===== src/rtl/pcca_pkg.sv =====
`default_nettype none
// +------------------------------------------------------------------------+
// | pcca_pkg : shared helpers for pipelined_carry_chain_adder              |
// | Rev 1.0                                                                |
// +------------------------------------------------------------------------+
package pcca_pkg;

   localparam int CARRY4_BITS = 4;

   function automatic int nseg(input int width, input int seg);
      return (seg > 0) ? width / seg : 1;
   endfunction

   // SEG must be checked before it is used as a divisor.
   function automatic bit params_legal(input int width, input int seg, input int apx_bits);
      if (seg <= 0 || width < 8) return 1'b0;
      return (width % CARRY4_BITS == 0) && (seg % CARRY4_BITS == 0) &&
             (width % seg == 0) && (apx_bits % CARRY4_BITS == 0) &&
             (apx_bits >= 0) && (apx_bits <= seg);
   endfunction

endpackage
`default_nettype wire


===== src/rtl/carry_seg.sv =====
`default_nettype none
// +------------------------------------------------------------------------+
// | carry_seg : combinational SEG-bit carry chain with approximate mask    |
// | Rev 1.0                                                                |
// +------------------------------------------------------------------------+
module carry_seg
   import pcca_pkg::*;
#(
   parameter int SEG = 8
)(
   input  logic [SEG-1:0] prop,
   input  logic [SEG-1:0] gen,
   input  logic           ci,
   input  logic [SEG-1:0] apx_mask,
   output logic [SEG-1:0] s,
   output logic           co
);

`ifdef PCCA_XILINX_CARRY4
   // Masked bits force the mux to select gen, so the carry leaving the region is gen[top].
   logic [SEG/CARRY4_BITS:0] chain;
   logic [SEG-1:0]           prop_eff;
   logic [SEG-1:0]           s_chain;

   assign prop_eff = prop & ~apx_mask;
   assign chain[0] = ci;

   for (genvar q = 0; q < SEG/CARRY4_BITS; q++) begin : g_carry4
      logic [3:0] co4;
      CARRY4 u_carry4 (
         .CO     (co4),
         .O      (s_chain[4*q +: 4]),
         .CI     (chain[q]),
         .CYINIT (1'b0),
         .DI     (gen[4*q +: 4]),
         .S      (prop_eff[4*q +: 4])
      );
      assign chain[q+1] = co4[3];
   end

   assign s  = (apx_mask & prop) | (~apx_mask & s_chain);
   assign co = chain[SEG/CARRY4_BITS];
`else
   logic c_walk;

   always_comb begin
      s      = '0;
      c_walk = ci;
      for (int i = 0; i < SEG; i++) begin
         s[i]   = apx_mask[i] ? prop[i] : (prop[i] ^ c_walk);
         c_walk = (prop[i] && !apx_mask[i]) ? c_walk : gen[i];
      end
      co = c_walk;
   end
`endif

endmodule
`default_nettype wire


===== src/rtl/pipelined_carry_chain_adder.sv =====
`default_nettype none
// +------------------------------------------------------------------------+
// | pipelined_carry_chain_adder : segmented, registered prop/gen resolver  |
// | Rev 1.0                                                                |
// +------------------------------------------------------------------------+
module pipelined_carry_chain_adder
   import pcca_pkg::*;
#(
   parameter int WIDTH    = 40,
   parameter int SEG      = 8,
   parameter int APX_BITS = 0
)(
   input  logic             clk,
   input  logic             rst,
   input  logic             ce,
   input  logic             in_valid,
   input  logic [WIDTH-1:0] prop,
   input  logic [WIDTH-1:0] gen,
   input  logic             cin,
   input  logic             apx_en,
   output logic             out_valid,
   output logic [WIDTH:0]   sum
);

   localparam int             NSEG     = nseg(WIDTH, SEG);
   localparam logic [SEG-1:0] APX_MASK = ~({SEG{1'b1}} << APX_BITS);

   if (!params_legal(WIDTH, SEG, APX_BITS)) begin : g_bad_params
      $fatal(1, "pipelined_carry_chain_adder: illegal WIDTH/SEG/APX_BITS combination");
   end

   logic [NSEG-1:0]           valid_d, valid_q;
   logic                      apx_d, apx_q;
   logic                      cin_d, cin_q;
   logic                      out_valid_d, out_valid_q;
   logic [WIDTH:0]            sum_d, sum_q;
   logic [NSEG-1:0][SEG-1:0]  seg_s;
   logic [NSEG-1:0][SEG-1:0]  sum_slice;
   logic [NSEG-1:0]           seg_co;

   always_comb begin
      valid_d    = '0;
      valid_d[0] = in_valid;
      for (int k = 1; k < NSEG; k++) valid_d[k] = valid_q[k-1];
      apx_d       = apx_en;
      cin_d       = cin;
      out_valid_d = valid_q[NSEG-1];
      // An empty slot leaves the previous result on the output.
      sum_d       = valid_q[NSEG-1] ? {seg_co[NSEG-1], sum_slice} : sum_q;
   end

   always_ff @(posedge clk or posedge rst) begin
      if (rst) begin
         valid_q     <= '0;
         apx_q       <= 1'b0;
         cin_q       <= 1'b0;
         out_valid_q <= 1'b0;
         sum_q       <= '0;
      end else if (ce) begin
         valid_q     <= valid_d;
         apx_q       <= apx_d;
         cin_q       <= cin_d;
         out_valid_q <= out_valid_d;
         sum_q       <= sum_d;
      end
   end

   assign out_valid = out_valid_q;
   assign sum       = sum_q;

   for (genvar k = 0; k < NSEG; k++) begin : g_seg
      // Entry k+1 deep: input capture plus k skew stages; {gen, prop} per slot.
      logic [2*SEG-1:0] pg_d [k+1];
      logic [2*SEG-1:0] pg_q [k+1];
      logic             seg_ci;
      logic [SEG-1:0]   seg_mask;

      always_comb begin
         pg_d[0] = {gen[k*SEG +: SEG], prop[k*SEG +: SEG]};
         for (int j = 1; j <= k; j++) pg_d[j] = pg_q[j-1];
      end

      always_ff @(posedge clk or posedge rst) begin
         if (rst)     pg_q <= '{default: '0};
         else if (ce) pg_q <= pg_d;
      end

      if (k == 0) begin : g_head
         assign seg_ci   = cin_q;
         assign seg_mask = apx_q ? APX_MASK : '0;
      end else begin : g_body
         logic carry_d, carry_q;

         always_comb carry_d = seg_co[k-1];

         always_ff @(posedge clk or posedge rst) begin
            if (rst)     carry_q <= 1'b0;
            else if (ce) carry_q <= carry_d;
         end

         assign seg_ci   = carry_q;
         assign seg_mask = '0;
      end

      carry_seg #(.SEG(SEG)) u_carry_seg (
         .prop     (pg_q[k][SEG-1:0]),
         .gen      (pg_q[k][2*SEG-1:SEG]),
         .ci       (seg_ci),
         .apx_mask (seg_mask),
         .s        (seg_s[k]),
         .co       (seg_co[k])
      );

      if (k == NSEG-1) begin : g_no_deskew
         assign sum_slice[k] = seg_s[k];
      end else begin : g_deskew
         localparam int DEPTH = NSEG-1-k;
         logic [SEG-1:0] dsk_d [DEPTH];
         logic [SEG-1:0] dsk_q [DEPTH];

         always_comb begin
            dsk_d[0] = seg_s[k];
            for (int j = 1; j < DEPTH; j++) dsk_d[j] = dsk_q[j-1];
         end

         always_ff @(posedge clk or posedge rst) begin
            if (rst)     dsk_q <= '{default: '0};
            else if (ce) dsk_q <= dsk_d;
         end

         assign sum_slice[k] = dsk_q[DEPTH-1];
      end
   end

endmodule
`default_nettype wire


===== config.mk =====
export PLATFORM = sky130hd
export DESIGN_NAME = pipelined_carry_chain_adder
export DESIGN_NICKNAME = d
export VERILOG_FILES = /design/src/rtl/pcca_pkg.sv /design/src/rtl/carry_seg.sv /design/src/rtl/pipelined_carry_chain_adder.sv
export SDC_FILE = /design/constraint.sdc
export NUM_CORES = 1
export LEC_CHECK = 0
export BUFFER_PORTS_ARGS = -buffer_cell sky130_fd_sc_hd__buf_2
export CORE_UTILIZATION = 49
export DETAILED_ROUTE_END_ITERATION = 10
export PLACE_DENSITY_LB_ADDON = 0.15
export SYNTH_ARGS = -nofsm -noshare
export SYNTH_HDL_FRONTEND = slang
export SYNTH_HIERARCHICAL = 1
export SYNTH_SLANG_ARGS = --single-unit

===== constraint.sdc =====
create_clock -name clk -period 14.15 [get_ports clk]
set_input_delay 2.83 -clock clk [delete_from_list [all_inputs] [get_ports clk]]
set_output_delay 2.83 -clock clk [all_outputs]
set_load 0.02 [all_outputs]

==> report_table.html, run 1 <==
<table>
<tr><th>Metric</th><th>Value</th></tr>
<tr><th colspan="2">Clock network</th></tr>
<tr><td>Total number of clock tree sinks</td><td>around 370</td></tr>
<tr><td>Clock tree from TritonCTS</td><td>done</td></tr>
<tr><td>Clock buffer count from CTS</td><td>approximately 40</td></tr>
<tr><td>Clock Tree Buf Depth</td><td>3</td></tr>
<tr><td>Clock Tree Root</td><td>sky130_fd_sc_hd__clkbuf_16</td></tr>
<tr><td>Clock H-tree levels</td><td>2</td></tr>
<tr><td>Quantity of gates resized following cts</td><td>0</td></tr>
<tr><td>Clock transition at the register clock pins on the worst setup and hold paths after CTS</td><td>about 0.060 ns</td></tr>
<tr><td>Hold bufs inserted after CTS</td><td>0</td></tr>
<tr><td>Number of buffers inserted by post-CTS setup repair</td><td>0</td></tr>
<tr><td>Clock insertion delay at the later pin of the skew report</td><td>~0.52 ns</td></tr>
<tr><th colspan="2">Detailed routing</th></tr>
<tr><td>Total DRC errors in the routed layout</td><td>0</td></tr>
<tr><td>Vias/cell</td><td>between 4 and 5</td></tr>
<tr><td>Wire length reported by the detailed router</td><td>25.4 mm</td></tr>
<tr><td>DR vias</td><td>slightly below 9,000</td></tr>
<tr><td>Number of DRC violations after detailed-routing iteration 0</td><td>around 360</td></tr>
<tr><td>Average detailed-routed wire length per instance</td><td>approximately 14 µm</td></tr>
<tr><td>Antenna Violating Nets Remaining</td><td>0</td></tr>
<tr><td>Number of search-and-repair iterations in the first detailed-routing pass</td><td>4</td></tr>
<tr><th colspan="2">GRT</th></tr>
<tr><td>First-pass GRT wire length</td><td>44.0 mm</td></tr>
<tr><td>Number of global-route vias before repair</td><td>~8,900</td></tr>
<tr><td>Antenna violations before repair</td><td>1</td></tr>
<tr><td>Final global-route overflow total</td><td>0</td></tr>
<tr><td>Total global routing track utilization</td><td>~16%</td></tr>
<tr><td>Pin count of the biggest net entering global routing</td><td>around 180</td></tr>
<tr><th colspan="2">Timing</th></tr>
<tr><td>Transition at the pin with the smallest max-transition slack</td><td>approximately 1.0 ns</td></tr>
<tr><td>Setup skew after layout</td><td>about 0.0099 ns</td></tr>
<tr><td>Setup ws final</td><td>roughly 9 ns</td></tr>
<tr><td>Setup tns final</td><td>0 ns</td></tr>
<tr><td>Count of final hold-check violations</td><td>0</td></tr>
<tr><td>Achievable frequency</td><td>between 0.15 and 0.2 GHz</td></tr>
<tr><td>Setup repair after global routing missed its margin</td><td>no</td></tr>
<tr><td>Max-slew violation total from the final report</td><td>0</td></tr>
<tr><td>Relative max-transition margin</td><td>between 30% and 40%</td></tr>
<tr><td>Period minus WS final</td><td>~5.3 ns</td></tr>
<tr><td>Final Cycle Share</td><td>37.2%</td></tr>
<tr><td>Final setup fails</td><td>0</td></tr>
<tr><th colspan="2">Layout</th></tr>
<tr><td>Area growth from synthesis to layout</td><td>15.4%</td></tr>
<tr><td>Post-layout net count</td><td>about 1,400</td></tr>
<tr><td>Utilization after layout</td><td>between 50% and 60%</td></tr>
<tr><td>Antenna diode count</td><td>0</td></tr>
<tr><td>Layout cells sized above 1</td><td>47.0%</td></tr>
<tr><td>Post-route cell area</td><td>approximately 19,000 µm²</td></tr>
<tr><th colspan="2">Power</th></tr>
<tr><td>Largest vdd supply drop</td><td>~120 µV</td></tr>
<tr><td>Power per standard cell area</td><td>166 nW/µm²</td></tr>
<tr><td>Leakage power total</td><td>8.23 nW</td></tr>
<tr><td>Overall power consumption</td><td>3.13 mW</td></tr>
<tr><th colspan="2">Floorplanning</th></tr>
<tr><td>Initial Utilization</td><td>roughly half</td></tr>
<tr><td>Die Ht</td><td>about 180 µm</td></tr>
<tr><td>Total I/O pin count</td><td>between 100 and 150</td></tr>
<tr><td>Overall die area</td><td>roughly 34,000 µm²</td></tr>
<tr><td>Horizontal die dimension</td><td>about 180 µm</td></tr>
<tr><td>Count of standard-cell rows</td><td>66</td></tr>
<tr><td>Core box area</td><td>32,600 µm²</td></tr>
<tr><th colspan="2">Setup path</th></tr>
<tr><td>Critical path peak fanout</td><td>111</td></tr>
<tr><td>Worst setup path class</td><td>input port to flip-flop</td></tr>
<tr><td>CP Cell Sequence</td><td>buf_8 &gt; buf_4 &gt; buf_4 &gt; mux2_2</td></tr>
<tr><td>Worst endpoint data arrival time</td><td>approximately 5.7 ns</td></tr>
<tr><td>Cell type with the highest occurrence count on the critical path</td><td>sky130_fd_sc_hd__buf_4</td></tr>
<tr><td>Data required, critical path</td><td>roughly 15 ns</td></tr>
<tr><td>Critical Path Source Type</td><td>input port</td></tr>
<tr><td>Register-to-register setup slack</td><td>~12 ns</td></tr>
<tr><td>Max stage delay cell, worst path</td><td>sky130_fd_sc_hd__buf_4</td></tr>
<tr><td>Slowest Stage Delay on Critical Path</td><td>0.92 ns</td></tr>
<tr><td>Sort of element at the end of the critical path</td><td>flip-flop</td></tr>
<tr><th colspan="2">Yosys</th></tr>
<tr><td>Synth Instances</td><td>approximately 1,100</td></tr>
<tr><td>Top_reg_cell synth</td><td>sky130_fd_sc_hd__dfrtp_1</td></tr>
<tr><td>Post-synthesis register bit count</td><td>about 370</td></tr>
<tr><td>Mean instance size in the synthesized netlist</td><td>approximately 15 µm²</td></tr>
<tr><td>Async set-reset flop share out of synthesis</td><td>100%</td></tr>
<tr><td>Number of enable flip-flop cells after synthesis</td><td>0</td></tr>
<tr><td>Count of cell types in the netlist</td><td>37</td></tr>
<tr><td>Summed instance area of the synthesized netlist</td><td>roughly 16,000 µm²</td></tr>
<tr><td>Seq/Total Area, Yosys</td><td>around 57%</td></tr>
<tr><td>Yosys warnings</td><td>6</td></tr>
<tr><th colspan="2">Place</th></tr>
<tr><td>Placement-stage cell area</td><td>approximately 18,000 µm²</td></tr>
<tr><td>Number of port buffers</td><td>between 100 and 150</td></tr>
<tr><td>Final weighted congestion in routability-driven placement</td><td>approximately 0.72</td></tr>
<tr><td>Worst slack at placement</td><td>roughly 8.3 ns</td></tr>
<tr><td>Sum of net half-perimeters after detailed placement</td><td>about 16 mm</td></tr>
<tr><th colspan="2">Run status</th></tr>
<tr><td>Status</td><td>finished, final reports clean</td></tr>
<tr><th colspan="2">Flow run</th></tr>
<tr><td>Number of maximum-capacitance constraint violations</td><td>0</td></tr>
<tr><th colspan="2">Min path</th></tr>
<tr><td>Class of the worst hold path</td><td>flip-flop to flip-flop</td></tr>
</table>
[cells by family (layout without fill, tap and decap cells)]
group                     Yosys count  in the layout  share of synthesized area (%)
muxes                             376            376                           26.3
other                               1            115                         0.0230
xor gates and xnor gates           25             25                           1.34
buffers and inverters              48            210                           2.84
AOI/OAI and AO/OA                  71             71                           3.94
DFF                               372            372                           57.1
and+or+nand+nor                   181            181                           8.48
[synthesized netlist by cell type (all sizes together), types with 7 or more instances]
master / n / share of area [%]
nand2b: 30 / 1.6
inv: 7 / 0.16
xor2: 15 / 0.81
o21ai: 11 / 0.34
xnor2: 10 / 0.54
nor3: 10 / 0.31
mux2: 371 / 26
nand2: 26 / 0.61
nor3b: 10 / 0.61
nor2: 25 / 0.58
a211oi: 15 / 0.69
nand3: 10 / 0.31
buf: 41 / 2.7
nor4: 10 / 1.3
dfrtp: 372 / 57
nand3b: 10 / 0.46
nor2b: 35 / 2.0
[metrics by stage]
stage	std cells	hold WS, ns
finish	1792	0.496
global route	1792	0.513
CTS	1792	0.501
detailed placement	1721	0.488
global placement	1721	0.484
floorplan	1188	0.475
[layout make-up]
| class | count | area [µm²] |
|---|---|---|
| Multi-Input combinational cell | 768 | 6970 |
| Inverter | 7 | 33.8 |
| Clock buffer | 58 | 1140 |
| Fill cell | 2690 | 13800 |
| Clock inverter | 13 | 121 |
| Tap cell | 442 | 553 |
| Sequential cell | 372 | 9310 |
| Timing Repair Buffer | 132 | 698 |
[registers in the layout, summed over array words and instances (netlist names)]
register              flops
g_seg.pg_q               80
g_seg.g_deskew.dsk_q     32
g_seg.pg_d              160
out_valid                 1
sum                      41
g_seg.g_deskew.dsk_d     48
valid_q                   5
cin_q                     1
g_seg.g_body.carry_q      4
[report_power, final]
group | leakage (nW) | internal [mW] | switching, mW
logic | 3.23 | 0.343 | 0.298
clock network | 0.629 | 0.596 | 0.408
registers | 4.38 | 1.33 | 0.160
total | 8.23 | 2.27 | 0.866
[critical path, delay by kind of cell]
family,cells,cell delay (ns)
muxes,1,0.43
buffers and inverters,3,2.26
[final timing paths]
path / startpoint / end / depth (start not counted)
worst max register to register: g_seg[4].pg_q[0] / sum[38] / 6
worst min register to register: sum[10] / sum[10] / 1
min in group asynchronous: rst / sum[33] / 2
worst max-delay path: ce / g_seg[0].pg_q[2] / 4
worst min-delay path: sum[10] / sum[10] / 1
max in group asynchronous: rst / g_seg[2].g_deskew.dsk_q[2] / 4
[routing by layer]
layer | wire (µm) | up-vias | global-route usage (%)
met5 | 0 | - | 0
met4 | 517 | 0 | 4.40
met3 | 1010 | 40 | 3.20
met2 | 11900 | 119 | 25.9
met1 | 12000 | 4396 | 21.5
li1 | - | 4261 | -
[placed cells by master, fill, tap and decap left out, types with 12 or more instances in the layout]
cell type / instances
sky130_fd_sc_hd__a211oi_1: 15
sky130_fd_sc_hd__clkbuf_1: 12
sky130_fd_sc_hd__xor2_1: 15
sky130_fd_sc_hd__nand2_1: 25
sky130_fd_sc_hd__nor2_1: 25
sky130_fd_sc_hd__conb_1: 115
sky130_fd_sc_hd__clkbuf_16: 41
sky130_fd_sc_hd__mux2_2: 371
sky130_fd_sc_hd__nor2b_1: 20
sky130_fd_sc_hd__dfrtp_1: 372
sky130_fd_sc_hd__buf_2: 125
sky130_fd_sc_hd__nand2b_1: 20
sky130_fd_sc_hd__nor2b_4: 15
(Power assumes the default switching activity.)
==> run 2: changes to the inputs <==
==> constraint.sdc (replaced) <==
create_clock -name clk -period 4.7 [get_ports clk]
set_input_delay 0.94 -clock clk [delete_from_list [all_inputs] [get_ports clk]]
set_output_delay 0.94 -clock clk [all_outputs]
set_load 0.02 [all_outputs]
==> report_table.html, run 2 (same netlist as run 1, synthesis figures left out) <==
<table>
<tr><th>Metric</th><th>Value</th></tr>
<tr><th colspan="2">Timing</th></tr>
<tr><td>Setup ws final</td><td>2.37 ns (was 8.88 ns)</td></tr>
<tr><td>Count of final hold-check violations</td><td>0 (unchanged)</td></tr>
<tr><td>Setup skew after layout</td><td>0.0115 ns (was 0.00985 ns)</td></tr>
<tr><td>Final Cycle Share</td><td>between 40 and 50%</td></tr>
<tr><td>Transition at the pin with the smallest max-transition slack</td><td>1.13 ns (was 1.04 ns)</td></tr>
<tr><td>Setup tns final</td><td>0 ns (unchanged)</td></tr>
<tr><td>Relative max-transition margin</td><td>24.2% (was 30.7%)</td></tr>
<tr><td>Worst hold slack</td><td>0.495 ns (was 0.496 ns)</td></tr>
<tr><td>Setup repair after global routing missed its margin</td><td>no (unchanged)</td></tr>
<tr><td>Achievable frequency</td><td>around 0.43 GHz</td></tr>
<tr><td>Period minus WS final</td><td>between 2 and 2.5 ns</td></tr>
<tr><td>Final setup fails</td><td>0 (unchanged)</td></tr>
<tr><td>Max-slew violation total from the final report</td><td>0 (unchanged)</td></tr>
<tr><th colspan="2">Run status</th></tr>
<tr><td>Status</td><td>finished, final reports clean (unchanged)</td></tr>
<tr><th colspan="2">Setup path</th></tr>
<tr><td>Critical Path Source Type</td><td>input port (unchanged)</td></tr>
<tr><td>Worst setup path class</td><td>input port to flip-flop (unchanged)</td></tr>
<tr><td>Sort of element at the end of the critical path</td><td>flip-flop (unchanged)</td></tr>
<tr><td>Critical path peak fanout</td><td>73 (was 111)</td></tr>
<tr><td>Worst endpoint data arrival time</td><td>2.72 ns (was 5.67 ns)</td></tr>
<tr><td>Register-to-register setup slack</td><td>2.80 ns (was 12.27 ns)</td></tr>
<tr><td>Data required, critical path</td><td>5.09 ns (was 14.55 ns)</td></tr>
<tr><th colspan="2">Floorplanning</th></tr>
<tr><td>Horizontal die dimension</td><td>184 µm (unchanged)</td></tr>
<tr><td>Count of standard-cell rows</td><td>66 (unchanged)</td></tr>
<tr><td>Die Ht</td><td>184 µm (unchanged)</td></tr>
<tr><td>Initial Utilization</td><td>50.0% (unchanged)</td></tr>
<tr><td>Total I/O pin count</td><td>128 (unchanged)</td></tr>
<tr><td>Core box area</td><td>32,600 µm² (unchanged)</td></tr>
<tr><td>Overall die area</td><td>34,000 µm² (unchanged)</td></tr>
<tr><th colspan="2">Place</th></tr>
<tr><td>Placement-stage cell area</td><td>17,600 µm² (about the same)</td></tr>
<tr><td>Final weighted congestion in routability-driven placement</td><td>0.742 (was 0.725)</td></tr>
<tr><td>Number of port buffers</td><td>126 (unchanged)</td></tr>
<tr><td>Worst slack at placement</td><td>1.75 ns (was 8.27 ns)</td></tr>
<tr><td>Sum of net half-perimeters after detailed placement</td><td>16.8 mm (was 16.4 mm)</td></tr>
<tr><td>Post-Place Cells</td><td>1,726 (was 1,721)</td></tr>
<tr><th colspan="2">Detailed routing</th></tr>
<tr><td>Vias/cell</td><td>4.91 (was 4.92)</td></tr>
<tr><td>Average detailed-routed wire length per instance</td><td>14.3 µm (was 14.2 µm)</td></tr>
<tr><td>Max layer used</td><td>met4 (unchanged)</td></tr>
<tr><td>Antenna Violating Nets Remaining</td><td>0 (unchanged)</td></tr>
<tr><td>Sum of routed wire segments on met1</td><td>12.1 mm (was 12.0 mm)</td></tr>
<tr><td>Wire length reported by the detailed router</td><td>25.7 mm (was 25.4 mm)</td></tr>
<tr><td>Sum of met3 wire segment lengths after detailed routing</td><td>887 µm (was 1.01 mm)</td></tr>
<tr><td>Total DRC errors in the routed layout</td><td>0 (unchanged)</td></tr>
<tr><td>Number of search-and-repair iterations in the first detailed-routing pass</td><td>4 (unchanged)</td></tr>
<tr><td>Met2 wire length</td><td>12.1 mm (was 11.9 mm)</td></tr>
<tr><td>DR vias</td><td>8,811 (was 8,816)</td></tr>
<tr><td>Number of DRC violations after detailed-routing iteration 0</td><td>267 (was 357)</td></tr>
<tr><th colspan="2">Layout</th></tr>
<tr><td>Antenna diode count</td><td>0 (unchanged)</td></tr>
<tr><td>Sequential Area</td><td>9310 µm² (unchanged)</td></tr>
<tr><td>Final standard cell count with taps included and fillers excluded</td><td>1,793 (was 1,792)</td></tr>
<tr><td>Area of combinational cells with multiple inputs</td><td>6970 µm² (unchanged)</td></tr>
<tr><td>Utilization after layout</td><td>58.0% (was 57.7%)</td></tr>
<tr><td>Count of filler cells inserted in the layout</td><td>2,661 (was 2,690)</td></tr>
<tr><td>Commonest non-fill, non-tap cell in the layout</td><td>sky130_fd_sc_hd__dfrtp_1 (unchanged)</td></tr>
<tr><td>Post-layout net count</td><td>1,412 (was 1,408)</td></tr>
<tr><td>Max reg flops</td><td>160 (unchanged)</td></tr>
<tr><td>Leading cell types in the layout, fill and taps excluded</td><td>sky130_fd_sc_hd__dfrtp_1 (372), sky130_fd_sc_hd__mux2_2 (371), sky130_fd_sc_hd__buf_2 (125), sky130_fd_sc_hd__conb_1 (115), sky130_fd_sc_hd__clkbuf_16 (41) (unchanged)</td></tr>
<tr><td>Area growth from synthesis to layout</td><td>16.0% (was 15.4%)</td></tr>
<tr><td>Post-route cell area</td><td>18,900 µm² (was 18,800 µm²)</td></tr>
<tr><td>Layout cells sized above 1</td><td>47.4% (was 47.0%)</td></tr>
<tr><th colspan="2">Clock network</th></tr>
<tr><td>Clock insertion delay at the later pin of the skew report</td><td>0.53 ns (was 0.52 ns)</td></tr>
<tr><td>Total number of clock tree sinks</td><td>372 (unchanged)</td></tr>
<tr><td>Clock transition at the register clock pins on the worst setup and hold paths after CTS</td><td>0.06 ns (about the same)</td></tr>
<tr><td>Clock buffer count from CTS</td><td>40 (was 41)</td></tr>
<tr><td>Clock tree from TritonCTS</td><td>done (unchanged)</td></tr>
<tr><td>Quantity of gates resized following cts</td><td>0 (unchanged)</td></tr>
<tr><td>Clock H-tree levels</td><td>2 (unchanged)</td></tr>
<tr><td>Clock Tree Buf Depth</td><td>3 (unchanged)</td></tr>
<tr><td>Clock Tree Root</td><td>sky130_fd_sc_hd__clkbuf_16 (unchanged)</td></tr>
<tr><td>Hold bufs inserted after CTS</td><td>0 (unchanged)</td></tr>
<tr><td>Number of buffers inserted by post-CTS setup repair</td><td>0 (unchanged)</td></tr>
<tr><th colspan="2">GRT</th></tr>
<tr><td>Number of global-route vias before repair</td><td>8,937 (was 8,873)</td></tr>
<tr><td>Final global-route overflow total</td><td>0 (unchanged)</td></tr>
<tr><td>Total global routing track utilization</td><td>15.9% (about the same)</td></tr>
<tr><td>First-pass GRT wire length</td><td>44.0 mm (about the same)</td></tr>
<tr><td>Antenna violations before repair</td><td>1 (unchanged)</td></tr>
<tr><td>Pin count of the biggest net entering global routing</td><td>156 (was 181)</td></tr>
<tr><th colspan="2">Power</th></tr>
<tr><td>Largest vdd supply drop</td><td>299 µV (was 121 µV)</td></tr>
<tr><td>Overall power consumption</td><td>9.49 mW (was 3.13 mW)</td></tr>
<tr><td>Power per standard cell area</td><td>502 nW/µm² (was 166 nW/µm²)</td></tr>
<tr><td>Leakage power total</td><td>8.28 nW (was 8.23 nW)</td></tr>
<tr><th colspan="2">Min path</th></tr>
<tr><td>Class of the worst hold path</td><td>flip-flop to flip-flop (unchanged)</td></tr>
<tr><th colspan="2">Flow run</th></tr>
<tr><td>Number of maximum-capacitance constraint violations</td><td>0 (unchanged)</td></tr>
</table>
## run 2: cell count changes in the layout (fill, tap and decap cells not counted), moves of 2 or more
cell / change
sky130_fd_sc_hd__inv_6: +2
sky130_fd_sc_hd__clkinv_2: -3
sky130_fd_sc_hd__buf_12: +3
sky130_fd_sc_hd__buf_4: +2
sky130_fd_sc_hd__inv_8: -2
sky130_fd_sc_hd__clkbuf_1: -5
## run 2: worst paths after layout
| path | depth (start not counted) | end | start |
|---|---|---|---|
| max in group asynchronous | 3 | g_seg[2].pg_q[1] | rst |
| worst min-delay path | 1 | g_seg[4].pg_q[8] | g_seg[4].pg_d[8] |
| worst max-delay path | 3 | sum[24] | ce |
| worst max register to register | 6 | sum[38] | g_seg[4].pg_q[0] |
| worst min register to register | 1 | g_seg[4].pg_q[8] | g_seg[4].pg_d[8] |
| min in group asynchronous | 2 | g_seg[1].pg_d[0] | rst |
## run 2: per-layer routing
metal | GRT usage (%) | vias up
met5 | 0 | -
met4 | 5.43 | 0
met3 | 2.75 | 48
met2 | 25.8 | 122
met1 | 21.7 | 4360
li1 | - | 4281
## run 2: area by class of cell
| cell class | instances | area share, % |
|---|---|---|
| Sequential cell | 372 | 49.2 |
| Clock buffer | 54 | 6.00 |
| Clock inverter | 13 | 0.800 |
| Timing Repair Buffer | 137 | 4.09 |
| Inverter | 7 | 0.159 |
| Multi-Input combinational cell | 768 | 36.8 |
| Tap cell | 442 | 2.92 |
## run 2: worst max-delay path: stages
cell and delay (ns):
sky130_fd_sc_hd__buf_8 0.40, sky130_fd_sc_hd__nand2_2 0.79, sky130_fd_sc_hd__mux2_2 0.54
## run 2: where the power goes
group	internal [mW]	leakage (nW)	switching (mW)
registers	3.99	4.38	0.486
logic	1.04	3.26	0.894
clock network	1.85	0.640	1.23
total	6.88	8.28	2.61
==> run 3: changes to the inputs <==
==> constraint.sdc (replaced) <==
create_clock -name clk -period 2.03 [get_ports clk]
set_input_delay 0.406 -clock clk [delete_from_list [all_inputs] [get_ports clk]]
set_output_delay 0.406 -clock clk [all_outputs]
set_load 0.02 [all_outputs]
==> report_table.html, run 3 (same netlist as run 1, synthesis figures left out) <==
<table>
<tr><th>Metric</th><th>Value</th></tr>
<tr><th colspan="2">Run status</th></tr>
<tr><td>Status</td><td>finished, final reports clean (unchanged)</td></tr>
<tr><th colspan="2">Timing</th></tr>
<tr><td>Max-slew violation total from the final report</td><td>0 (unchanged)</td></tr>
<tr><td>Final Cycle Share</td><td>between 80 and 90%</td></tr>
<tr><td>Final setup fails</td><td>0 (unchanged)</td></tr>
<tr><td>Period minus WS final</td><td>1.82 ns</td></tr>
<tr><td>Worst hold slack</td><td>0.104 ns (was 0.495 ns)</td></tr>
<tr><td>Count of final hold-check violations</td><td>0 (unchanged)</td></tr>
<tr><td>Setup repair after global routing missed its margin</td><td>no (unchanged)</td></tr>
<tr><td>Setup skew after layout</td><td>0.0178 ns (was 0.0115 ns)</td></tr>
<tr><td>Achievable frequency</td><td>roughly 0.55 GHz</td></tr>
<tr><td>Setup tns final</td><td>0 ns (unchanged)</td></tr>
<tr><th colspan="2">Setup path</th></tr>
<tr><td>Max stage delay cell, worst path</td><td>sky130_fd_sc_hd__dfrtp_1 (was sky130_fd_sc_hd__nand2_2)</td></tr>
<tr><td>Largest delay share family, worst path</td><td>multiplexers (was simple AND/OR/NAND/NOR gates)</td></tr>
<tr><td>Critical Path Source Type</td><td>flip-flop (was input port)</td></tr>
<tr><td>Worst endpoint data arrival time</td><td>2.27 ns (was 2.72 ns)</td></tr>
<tr><td>Count of buffering cells on the critical path with inverters included</td><td>0 (was 1)</td></tr>
<tr><td>Register-to-register setup slack</td><td>0.21 ns (was 2.80 ns)</td></tr>
<tr><td>Worst setup path class</td><td>flip-flop to flip-flop (was input port to flip-flop)</td></tr>
<tr><td>Data required, critical path</td><td>2.48 ns (was 5.09 ns)</td></tr>
<tr><td>Critical path peak fanout</td><td>8 (was 73)</td></tr>
<tr><td>Slowest Stage Delay on Critical Path</td><td>0.38 ns (was 0.79 ns)</td></tr>
<tr><td>CP Cell Sequence</td><td>nor2b_4 &gt; mux2i_4 &gt; a31oi_4 &gt; and3_1 &gt; a2111oi_2 &gt; mux2_2 (was buf_8 &gt; nand2_2 &gt; mux2_2)</td></tr>
<tr><td>Sort of element at the end of the critical path</td><td>flip-flop (unchanged)</td></tr>
<tr><th colspan="2">Floorplanning</th></tr>
<tr><td>Overall die area</td><td>34,000 µm² (unchanged)</td></tr>
<tr><td>Count of standard-cell rows</td><td>66 (unchanged)</td></tr>
<tr><td>Initial Utilization</td><td>50.0% (unchanged)</td></tr>
<tr><td>Horizontal die dimension</td><td>184 µm (unchanged)</td></tr>
<tr><td>Core box area</td><td>32,600 µm² (unchanged)</td></tr>
<tr><td>Total I/O pin count</td><td>128 (unchanged)</td></tr>
<tr><td>Die Ht</td><td>184 µm (unchanged)</td></tr>
<tr><th colspan="2">Flow run</th></tr>
<tr><td>Number of maximum-capacitance constraint violations</td><td>0 (unchanged)</td></tr>
<tr><th colspan="2">GRT</th></tr>
<tr><td>Total global routing track utilization</td><td>16.4% (was 15.9%)</td></tr>
<tr><td>Number of global-route vias before repair</td><td>9,050 (was 8,937)</td></tr>
<tr><td>Pin count of the biggest net entering global routing</td><td>76 (was 156)</td></tr>
<tr><td>Antenna violations before repair</td><td>1 (unchanged)</td></tr>
<tr><td>Final global-route overflow total</td><td>0 (unchanged)</td></tr>
<tr><td>First-pass GRT wire length</td><td>45.3 mm (was 44.0 mm)</td></tr>
<tr><th colspan="2">Detailed routing</th></tr>
<tr><td>Vias/cell</td><td>4.92 (was 4.91)</td></tr>
<tr><td>Wire length reported by the detailed router</td><td>26.2 mm (was 25.7 mm)</td></tr>
<tr><td>Total DRC errors in the routed layout</td><td>0 (unchanged)</td></tr>
<tr><td>DR vias</td><td>8,920 (was 8,811)</td></tr>
<tr><td>Antenna Violating Nets Remaining</td><td>0 (unchanged)</td></tr>
<tr><td>Number of DRC violations after detailed-routing iteration 0</td><td>358 (was 267)</td></tr>
<tr><td>Number of search-and-repair iterations in the first detailed-routing pass</td><td>4 (unchanged)</td></tr>
<tr><td>Average detailed-routed wire length per instance</td><td>14.4 µm (was 14.3 µm)</td></tr>
<tr><th colspan="2">Clock network</th></tr>
<tr><td>Clock transition at the register clock pins on the worst setup and hold paths after CTS</td><td>0.06 ns (about the same)</td></tr>
<tr><td>Clock buffer count from CTS</td><td>40 (unchanged)</td></tr>
<tr><td>Clock H-tree levels</td><td>2 (unchanged)</td></tr>
<tr><td>Total number of clock tree sinks</td><td>372 (unchanged)</td></tr>
<tr><td>Clock tree from TritonCTS</td><td>done (unchanged)</td></tr>
<tr><td>Clock Tree Buf Depth</td><td>3 (unchanged)</td></tr>
<tr><td>Clock insertion delay at the later pin of the skew report</td><td>0.53 ns (about the same)</td></tr>
<tr><td>Clock Tree Root</td><td>sky130_fd_sc_hd__clkbuf_16 (unchanged)</td></tr>
<tr><th colspan="2">Layout</th></tr>
<tr><td>Layout cells sized above 1</td><td>47.8% (was 47.4%)</td></tr>
<tr><td>Area growth from synthesis to layout</td><td>18.4% (was 16.0%)</td></tr>
<tr><td>Antenna diode count</td><td>0 (unchanged)</td></tr>
<tr><td>Max reg flops</td><td>160 (unchanged)</td></tr>
<tr><td>Commonest non-fill, non-tap cell in the layout</td><td>sky130_fd_sc_hd__dfrtp_1 (unchanged)</td></tr>
<tr><td>Post-layout net count</td><td>1,427 (was 1,412)</td></tr>
<tr><td>Leading cell types in the layout, fill and taps excluded</td><td>sky130_fd_sc_hd__dfrtp_1 (372), sky130_fd_sc_hd__mux2_2 (371), sky130_fd_sc_hd__buf_2 (125), sky130_fd_sc_hd__conb_1 (115), sky130_fd_sc_hd__clkbuf_16 (41) (unchanged)</td></tr>
<tr><th colspan="2">Place</th></tr>
<tr><td>Sum of net half-perimeters after detailed placement</td><td>17.9 mm (was 16.8 mm)</td></tr>
<tr><td>Final weighted congestion in routability-driven placement</td><td>0.759 (was 0.742)</td></tr>
<tr><td>Number of port buffers</td><td>126 (unchanged)</td></tr>
<tr><th colspan="2">Power</th></tr>
<tr><td>Largest vdd supply drop</td><td>907 µV (was 299 µV)</td></tr>
<tr><td>Power per standard cell area</td><td>1160 nW/µm² (was 502 nW/µm²)</td></tr>
<tr><td>Leakage power total</td><td>8.46 nW (was 8.28 nW)</td></tr>
<tr><th colspan="2">Min path</th></tr>
<tr><td>Class of the worst hold path</td><td>input port to flip-flop (was flip-flop to flip-flop)</td></tr>
</table>
==> run 3: cell types whose count changed in the layout (fill, tap and decap cells not counted) <==
cell / change
sky130_fd_sc_hd__dlygate4sd3_1: +1
sky130_fd_sc_hd__bufinv_16: +3
sky130_fd_sc_hd__clkbuf_1: +3
sky130_fd_sc_hd__clkinv_4: -1
sky130_fd_sc_hd__buf_4: -1
sky130_fd_sc_hd__buf_12: +15
==> run 3: what timing repair did <==
item | in CTS | in global routing
hold endpoints to repair | 7 | 0
setup buffers | 0 | 0
gates resized for setup | 0 | 0
hold buffers | 1 | 0
==> run 3: path summary, 6_finish.rpt <==
kind | from | to | cells past startpoint
max | g_seg[1].pg_q[0] | g_seg[1].g_deskew.dsk_d[14] | 6
min | cin | cin_q | 2
max reg2reg | g_seg[1].pg_q[0] | g_seg[1].g_deskew.dsk_d[14] | 6
min reg2reg | sum[10] | sum[10] | 1
max in group asynchronous | rst | sum[10] | 5
min in group asynchronous | rst | g_seg[0].g_deskew.dsk_q[6] | 3
==> run 3: final cells by class <==
type | count | area (µm²)
timing repair buffer | 152 | 1080
fill | 2614 | 13300
clock inverter | 15 | 233
inverter | 7 | 30.0
tap | 442 | 553
clock buffer | 57 | 1150
sequential | 372 | 9310
multi-input combinational | 768 | 6970
==> run 3: stage by stage <==
stage | utilization (%) | std cells | setup WS (ns) | area [µm²] | power [mW]
finish | 59.2 | 1813 | 0.212 | 19300 | 22.5
CTS | 59.2 | 1813 | 0.195 | 19300 | 22.9
global route | 59.2 | 1813 | 0.0768 | 19300 | 23.7
detailed placement | 55.0 | 1740 | 0.207 | 17900 | 15.2
floorplan | - | 1188 | -3.37 | 16700 | 13.8
global placement | 55.0 | 1740 | 0.233 | 17900 | 15.0
==> run 3: per-layer routing <==
| metal | up-vias | share of wire [%] | global-route usage [%] | wire length, µm |
|---|---|---|---|---|
| met1 | 4447 | 46 | 22.3 | 12000 |
| met2 | 119 | 48 | 26.8 | 12600 |
| met4 | 0 | 2.7 | 5.50 | 715 |
| li1 | 4299 | - | - | - |
| met5 | - | 0 | 0 | 0 |
| met3 | 55 | 3.4 | 2.75 | 878 |
==> run 3: report_power, final <==
part	switching, mW	total, mW	internal [mW]
combinational	2.11	4.57	2.47
clock	2.83	7.52	4.69
sequential	1.13	10.4	9.25
